### src/rtl/vga_pkg.sv
// Shared timing defaults and helpers for the VGA core.
// Provides default 640x480@60 timing, frame totals and the RGB bus width.
package vga_pkg;

  localparam int H_ACTIVE_D   = 640;
  localparam int H_FP_D       = 16;
  localparam int H_SYNC_D     = 96;
  localparam int H_BP_D       = 48;
  localparam int V_ACTIVE_D   = 480;
  localparam int V_FP_D       = 10;
  localparam int V_SYNC_D     = 2;
  localparam int V_BP_D       = 33;
  localparam int COLOR_BITS_D = 2;

  function automatic int h_total(
    int a, int fp, int s, int bp
  );
    return a + fp + s + bp;
  endfunction

  function automatic int v_total(
    int a, int fp, int s, int bp
  );
    return a + fp + s + bp;
  endfunction

  function automatic int rgb_w(int cb);
    return 3 * cb;
  endfunction

endpackage

### src/rtl/vga_timing_gen.sv
// Beam counters, raw active/hsync/vsync flags and frame-start pulse.
// Ports: i_clk, i_rst, i_pix_en in; o_x, o_y, o_frame_start, o_active, o_hs, o_vs out.
module vga_timing_gen
  import vga_pkg::*;
#(
  parameter int H_ACTIVE = H_ACTIVE_D,
  parameter int H_FP     = H_FP_D,
  parameter int H_SYNC   = H_SYNC_D,
  parameter int H_BP     = H_BP_D,
  parameter int V_ACTIVE = V_ACTIVE_D,
  parameter int V_FP     = V_FP_D,
  parameter int V_SYNC   = V_SYNC_D,
  parameter int V_BP     = V_BP_D
) (
  input  logic       i_clk,
  input  logic       i_rst,
  input  logic       i_pix_en,
  output logic [9:0] o_x,
  output logic [9:0] o_y,
  output logic       o_frame_start,
  output logic       o_active,
  output logic       o_hs,
  output logic       o_vs
);

  localparam logic [9:0] HL =
    10'(h_total(H_ACTIVE, H_FP, H_SYNC, H_BP) - 1);
  localparam logic [9:0] VL =
    10'(v_total(V_ACTIVE, V_FP, V_SYNC, V_BP) - 1);
  localparam logic [9:0] HA  = 10'(H_ACTIVE);
  localparam logic [9:0] VA  = 10'(V_ACTIVE);
  localparam logic [9:0] HSS = 10'(H_ACTIVE + H_FP);
  localparam logic [9:0] HSE = 10'(H_ACTIVE + H_FP + H_SYNC);
  localparam logic [9:0] VSS = 10'(V_ACTIVE + V_FP);
  localparam logic [9:0] VSE = 10'(V_ACTIVE + V_FP + V_SYNC);

  logic [9:0] r_x;
  logic [9:0] r_y;
  logic       r_fs;

  // The pulse clears on every clock so it stays one cycle wide
  // even when pix_en stalls the counters.
  always_ff @(posedge i_clk or posedge i_rst) begin
    if (i_rst) begin
      r_x  <= '0;
      r_y  <= '0;
      r_fs <= 1'b0;
    end else begin
      r_fs <= i_pix_en && (r_x == '0) && (r_y == '0);
      if (i_pix_en) begin
        if (r_x == HL) begin
          r_x <= '0;
          r_y <= (r_y == VL) ? '0 : r_y + 10'd1;
        end else begin
          r_x <= r_x + 10'd1;
        end
      end
    end
  end

  assign o_x           = r_x;
  assign o_y           = r_y;
  assign o_frame_start = r_fs;
  assign o_active      = (r_x < HA) && (r_y < VA);
  assign o_hs          = (r_x >= HSS) && (r_x < HSE);
  assign o_vs          = (r_y >= VSS) && (r_y < VSE);

endmodule

### src/rtl/vga_layer_compositor.sv
// VGA timing plus N-layer priority compositor with double-buffered config.
// Ports: clk, rst, pix_en, cfg_* in; x, y, frame_start out; layer_* in; hsync, vsync, de, rgb out.
module vga_layer_compositor
  import vga_pkg::*;
#(
  parameter int H_ACTIVE   = H_ACTIVE_D,
  parameter int H_FP       = H_FP_D,
  parameter int H_SYNC     = H_SYNC_D,
  parameter int H_BP       = H_BP_D,
  parameter int V_ACTIVE   = V_ACTIVE_D,
  parameter int V_FP       = V_FP_D,
  parameter int V_SYNC     = V_SYNC_D,
  parameter int V_BP       = V_BP_D,
  parameter bit HS_POL     = 1'b0,
  parameter bit VS_POL     = 1'b0,
  parameter int NUM_LAYERS = 4,
  parameter int COLOR_BITS = COLOR_BITS_D,
  parameter int LAYER_LAT  = 2
) (
  input  logic                               clk,
  input  logic                               rst,
  input  logic                               pix_en,
  input  logic                               cfg_valid,
  input  logic [NUM_LAYERS-1:0]              cfg_layer_en,
  input  logic [rgb_w(COLOR_BITS)-1:0]       cfg_bg_rgb,
  output logic [9:0]                         x,
  output logic [9:0]                         y,
  output logic                               frame_start,
  input  logic [NUM_LAYERS-1:0]              layer_valid,
  input  logic [NUM_LAYERS*rgb_w(COLOR_BITS)-1:0] layer_rgb,
  output logic                               hsync,
  output logic                               vsync,
  output logic                               de,
  output logic [rgb_w(COLOR_BITS)-1:0]       rgb
);

  localparam int RGB_W = rgb_w(COLOR_BITS);
  localparam logic [9:0] VA = 10'(V_ACTIVE);

  logic       w_active;
  logic       w_hs;
  logic       w_vs;
  logic [2:0] w_raw;
  logic [2:0] w_al;

  vga_timing_gen #(
    .H_ACTIVE (H_ACTIVE),
    .H_FP     (H_FP),
    .H_SYNC   (H_SYNC),
    .H_BP     (H_BP),
    .V_ACTIVE (V_ACTIVE),
    .V_FP     (V_FP),
    .V_SYNC   (V_SYNC),
    .V_BP     (V_BP)
  ) u_timing (
    .i_clk         (clk),
    .i_rst         (rst),
    .i_pix_en      (pix_en),
    .o_x           (x),
    .o_y           (y),
    .o_frame_start (frame_start),
    .o_active      (w_active),
    .o_hs          (w_hs),
    .o_vs          (w_vs)
  );

  assign w_raw = {w_active, w_hs, w_vs};

  // Delay beam flags so they meet the layer pixels for the same beam.
  generate
    if (LAYER_LAT > 0) begin : g_pipe
      logic [2:0] r_pipe [LAYER_LAT];
      always_ff @(posedge clk or posedge rst) begin
        if (rst) begin
          for (int i = 0; i < LAYER_LAT; i++)
            r_pipe[i] <= '0;
        end else if (pix_en) begin
          r_pipe[0] <= w_raw;
          for (int i = 1; i < LAYER_LAT; i++)
            r_pipe[i] <= r_pipe[i-1];
        end
      end
      assign w_al = r_pipe[LAYER_LAT-1];
    end else begin : g_nopipe
      assign w_al = w_raw;
    end
  endgenerate

  logic [NUM_LAYERS-1:0] r_pend_en;
  logic [RGB_W-1:0]      r_pend_bg;
  logic [NUM_LAYERS-1:0] r_act_en;
  logic [RGB_W-1:0]      r_act_bg;
  logic                  w_apply;

  // Start of vertical blanking: the only point the active set moves.
  assign w_apply = (x == '0) && (y == VA);

  always_ff @(posedge clk or posedge rst) begin
    if (rst) begin
      r_pend_en <= '1;
      r_pend_bg <= '0;
      r_act_en  <= '1;
      r_act_bg  <= '0;
    end else if (pix_en) begin
      if (cfg_valid) begin
        r_pend_en <= cfg_layer_en;
        r_pend_bg <= cfg_bg_rgb;
      end
      if (w_apply) begin
        r_act_en <= cfg_valid ? cfg_layer_en : r_pend_en;
        r_act_bg <= cfg_valid ? cfg_bg_rgb : r_pend_bg;
      end
    end
  end

  logic [RGB_W-1:0] w_pix;

  // Walk from lowest priority up so index 0 lands last and wins.
  always_comb begin
    w_pix = r_act_bg;
    for (int i = NUM_LAYERS - 1; i >= 0; i--) begin
      if (layer_valid[i] && r_act_en[i])
        w_pix = layer_rgb[i*RGB_W +: RGB_W];
    end
  end

  always_ff @(posedge clk or posedge rst) begin
    if (rst) begin
      de    <= 1'b0;
      rgb   <= '0;
      hsync <= ~HS_POL;
      vsync <= ~VS_POL;
    end else if (pix_en) begin
      de    <= w_al[2];
      rgb   <= w_al[2] ? w_pix : '0;
      hsync <= w_al[1] ? HS_POL : ~HS_POL;
      vsync <= w_al[0] ? VS_POL : ~VS_POL;
    end
  end

endmodule

### config.mk
export PLATFORM = sky130hd
export DESIGN_NAME = vga_layer_compositor
export DESIGN_NICKNAME = d
export VERILOG_FILES = /design/src/rtl/vga_pkg.sv /design/src/rtl/vga_timing_gen.sv /design/src/rtl/vga_layer_compositor.sv
export SDC_FILE = /design/constraint.sdc
export NUM_CORES = 1
export LEC_CHECK = 0
export CORE_MARGIN = 10
export CORE_UTILIZATION = 44
export DETAILED_ROUTE_END_ITERATION = 7
export PLACE_DENSITY = 0.79
export SYNTH_ARGS = -nofsm -noshare
export SYNTH_HDL_FRONTEND = slang
export SYNTH_SLANG_ARGS = --single-unit
### constraint.sdc
create_clock -name clk -period 2.1 [get_ports clk]
set_input_delay 0.525 -clock clk [delete_from_list [all_inputs] [get_ports clk]]
set_output_delay 0.525 -clock clk [all_outputs]
set_load 0.005 [all_outputs]
Yosys cells after proc, flatten, opt, wreduce, memory -nomap -nowiden
Cells that the tools add are included.

storage, ports and cells
  output and inout port bits = 30
  bits in registers = 56
  word-level logic and storage cells = 49

operators by class
  eq/ne operators = 3
  reduce and logical (&&, ||, !) cells = 14
  muxes and demuxes = 11
  magnitude comparators = 6
  add/sub/neg operators = 2

operator list
  operator               count
  $mux 6                 6
  $add 10x1->10 const B  2
  $eq 10x10->1 const B   2
  $logic_not 10->1       2
  $lt 10x10->1 const B   2
  $lt 10x9->1 const B    2
  $mux 10                2
  $eq 10x9->1 const B    1
  $ge 10x10->1 const B   1
  $ge 10x9->1 const B    1
  $logic_and 1x1->1      10
  $mux 4                 1
  $reduce_and 2->1       2
  $mux 1                 2

Logic depth before layout (Yosys ltp)
  depth after elaboration = 6
  depth in mapped cells = 6
  depth with buffers taken out = 6

Hierarchy
A second synthesis with hierarchy kept.

unflattened totals
  cell total of the unflattened synthesis = 267
  area, all modules = 2,927.8 sq um

by module, submodules not included
  module                area each (sq um)  instances  cells an instance
  vga_layer_compositor  1,754.2            1          148
  vga_timing_gen        1,173.6            1          119

Worst setup path after synthesis
OpenSTA, ideal clock, no wires.

  path kind = in2reg
  start = in pix_en
  end = reg u_timing.r_y[9], in the netlist u_timing.o_y[9]
  cell stages on the path = 6
  required time = 2.013 ns
  data arrival time = 2.034 ns
  buffers on the path = 2
  setup slack = -0.021 ns
  setup time = 0.087 ns
  cell sequence = buf_2 -> nand4_4 -> or4_4 -> buf_6 -> or4_1 -> a22oi_1

between the ends
  cells in the longest elaborated chain, start to end = 1

ends and longest elaborated chain
  what                               RTL line                    text
  start, declared                    vga_layer_compositor.sv:22  input logic pix_en,
  $reduce_and 2->1 (no source line)  -
  end signal, assigned               vga_timing_gen.sv:53        r_y <= (r_y == VL) ? '0 : r_y + 10'd1;
  end, declared                      vga_timing_gen.sv:38        logic [9:0] r_y;

No other way between the ends.
A chain may end at the register's enable or synchronous reset.

Final worst setup path
Same ends and word-level chain as after synthesis.

==> summary.md <==
| Metric | Value |
|---|---|
| Non-filler instance count after layout | `412` |
| Synth top area share | `41.2%` |
| Max-slew headroom at the worst pin | `a little under three quarters` |
| Yosys warns | `0` |
| Port buffer count | `71` |
| MaxCap Viol Count | `0` |
| Bufs on Longest Clock Path | `2` |
| Setup-failing EPs final | `0` |
| Reg2reg setup slack | `0.07 ns` |
| GRT Residual Overflow | `0` |
| Place WS | `-0.293 ns` |
| Final Skew | `about 0.013 ns` |
| Vias | `around 2,300` |
| CP Capture Type | `flip-flop` |
| Crit Path Category | `in2reg` |
| Clock transition at the registers of the reported paths | `approximately 0.11 ns` |
| Clock root cell | `clkbuf_8` |
| Gate Count Post-Synth | `between 200 and 250` |
| Initial antenna violation count | `0` |
| Worst Path Max Fanout | `2` |
| Syn_nets | `roughly 290` |
| Worst Setup Start Kind | `input port` |
| Worst path required time | `2.34 ns` |
| Post-Syn Area | `approximately 2800 µm²` |
| Pleak | `roughly 1.7 nW` |
| Core Util, Final | `between 60% and 70%` |
| Vias in the first global route | `about 2,400` |
| Number of antenna diodes | `0` |
| Drt total wl | `between 7 and 8 mm` |
| 1st-iter DRT viols | `about 120` |
| Total CTS buffers | `5` |
| Status | `finished clean` |
| Final antenna-violating net count | `0` |
| Initial Util | `between 40% and 50%` |
| Via density | `around 5.6` |
| TritonCTS clock tree | `built` |
| Pwr dens | `647 nW/µm²` |
| Die W | `between 90 and 100 µm` |
| Placed cells | `404` |
| Largest net degree at the start of global routing | `57` |
| Number of synthesized register bits | `between 50 and 60` |
| Rows | `28` |
| Synth cell types | `42` |
| Worst EP arrival | `~2.3 ns` |
| Gr usage total | `14.4%` |
| Post-synth top area cell | `dfrtp_1` |
| Final Cycle Share | `approximately 100%` |
| Area of the multi-input gates | `roughly 1300 µm²` |
| First-pass GRT wire length | `around 12 mm` |
| DIE AREA | `between 9000 and 10,000 µm²` |
| Core region area | `6030 µm²` |
| Final WS setup | `roughly 0.033 ns` |
| Total power | `~2.5 mW` |
| Sequential area share after synthesis | `between 50% and 60%` |
| DIE HEIGHT | `99.7 µm` |
| Routability Congestion | `0.845` |
| Final hold viol count | `0` |
| Worst-Skew Late Latency | `around 0.31 ns` |
| Period minus WS final | `about 2.1 ns` |
| RSZ-0062 raised after global routing | `no` |
| Io pins | `72` |
| Routed len/inst | `17.4 µm` |
| FMAX | `approximately 0.48 GHz` |
| Sink Count | `between 50 and 60` |
| Residual DRC | `0` |
| Drt pass-1 iters | `5` |
| Ranking of synthesized cells by area | `dfrtp_1 (41%), mux2_2 (15%), dfstp_2 (9.4%)` |
| Post-layout nets | `383` |
| Number of fill cells | `around 490` |
| Maximum vdd drop | `around 470 µV` |
| Layout area overhead | `38.2%` |
| Mapped Avg Cell Area | `approximately 11 µm²` |
| DP HPWL | `5.56 mm` |
| H-Tree Depth | `2` |
| Worst min path class | `reg2reg` |
| FF+latch area | `1410 µm²` |
| Share of cells above drive strength 1 | `around a quarter` |
| Fin. max-slew vios | `0` |
| Slew @ Worst Pin | `around 0.42 ns` |
-- final cells by class --
cell class	instances	share of cell area, %
flip-flops and latches	56	36.6
multi-input cells	169	33.7
repair buffers	94	23.8
well taps	75	2.43
clock buffers	5	1.78
inverters	10	0.972
clock inverters	3	0.713
-- worst paths after layout --
path                                               end                   startpoint  depth (start not counted)
max                        u_timing.o_y[9]$_DFFE_PP0P_                       pix_en                          5
min                                  hsync$_DFFE_PP1P_          w_al[1]$_DFFE_PP0P_                          1
max reg2reg                u_timing.o_y[9]$_DFFE_PP0P_  u_timing.o_x[1]$_DFFE_PP0P_                          5
min reg2reg                          hsync$_DFFE_PP1P_          w_al[1]$_DFFE_PP0P_                          1
max in group asynchronous     r_pend_en[3]$_DFFE_PP1P_                          rst                          3
min in group asynchronous  u_timing.o_y[0]$_DFFE_PP0P_                          rst                          3
-- placed cells by master (no fill, tap or decap), types with 3 or more instances in the layout --
| cell | count |
|---|---|
| clkdlybuf4s50_1 | 71 |
| dfrtp_1 | 46 |
| mux2_2 | 37 |
| buf_4 | 20 |
| nand2_1 | 13 |
| dfstp_2 | 10 |
| inv_1 | 9 |
| and3_1 | 9 |
| nand3_1 | 9 |
| nor2_1 | 9 |
| o31ai_1 | 9 |
| a21oi_1 | 8 |
| nand4_1 | 7 |
| o22ai_1 | 7 |
| xnor2_1 | 6 |
| a211oi_1 | 6 |
| nor2b_1 | 6 |
| o21ai_0 | 5 |
| ha_1 | 5 |
| clkbuf_8 | 5 |
| nor4_1 | 4 |
| nor3_1 | 4 |
| xor2_1 | 4 |
| buf_12 | 3 |
-- cells in the mapped netlist, drive strengths merged --
library cell	n
a21oi	8
nor2	10
o32ai	1
xnor2	6
o31ai	9
a211oi	6
o21a	1
o211ai	1
nand3	9
nor4	4
dfrtp	46
or4	3
nand4	8
and2	1
nand2	13
o21ai	5
ha	5
nor3	4
mux2i	2
nand4b	2
and3	9
a22oi	1
a22o	1
inv	10
buf	7
mux2	37
o31a	1
dfstp	10
and4	2
nand3b	1
nor4b	1
a2bb2oi	1
nor2b	6
xor2	4
o22ai	7
clkbuf	4
-- per-stage QoR --
step / area, µm² / hold slack, ns / setup TNS [ns]
floorplan: 2800 / 0.388 / 0
global placement: 3750 / 0.399 / -2.52
detailed placement: 3750 / 0.408 / -3.55
CTS: 3850 / 0.414 / 0
global route: 3860 / 0.442 / 0
finish: 3860 / 0.396 / 0
-- worst max-delay path, stage by stage --
cell and delay (ns):
clkdlybuf4s50_1 0.53, nand4_4 0.09, or4_4 0.51, or4_1 0.50, a22oi_2 0.15
-- timing repair --
| item | in CTS | in global routing |
|---|---|---|
| resized for setup | 0 | 2 |
| setup buffers | 0 | 0 |
| endpoints found under the setup margin | 0 | 6 |
| hold buffers | 0 | 0 |
-- routing by layer --
| metal | GRT usage [%] | part of all wire, % |
|---|---|---|
| met5 | 0 | 0 |
| met1 | 17.9 | 41 |
| met4 | 3.75 | 0.74 |
| met2 | 24.7 | 54 |
| met3 | 2.98 | 4.3 |
-- kinds of logic after synthesis --
family / share of synthesized area [%]
and+or+nand+nor: 15.1
DFF: 50.6
AOI/OAI and AO/OA: 9.99
muxes: 15.6
buffers and inverters: 3.27
xor gates and xnor gates: 3.13
adders and majority gates: 2.24
-- state kept, by name (all words and copies together) (netlist names), 4 cells and up --
register / flops
rgb: 6
u_timing.o_y: 10
r_act_bg: 6
u_timing.o_x: 10
r_pend_bg: 6
r_pend_en: 4
r_act_en: 4
-- report_power, final --
group          leakage (nW)  internal [mW]  total [mW]  switching (mW)
clock network        0.0463          0.246       0.615           0.369
logic                 0.925          0.356       0.591           0.235
registers             0.704           1.18        1.29           0.113
Power figures use the tool's default switching activity.
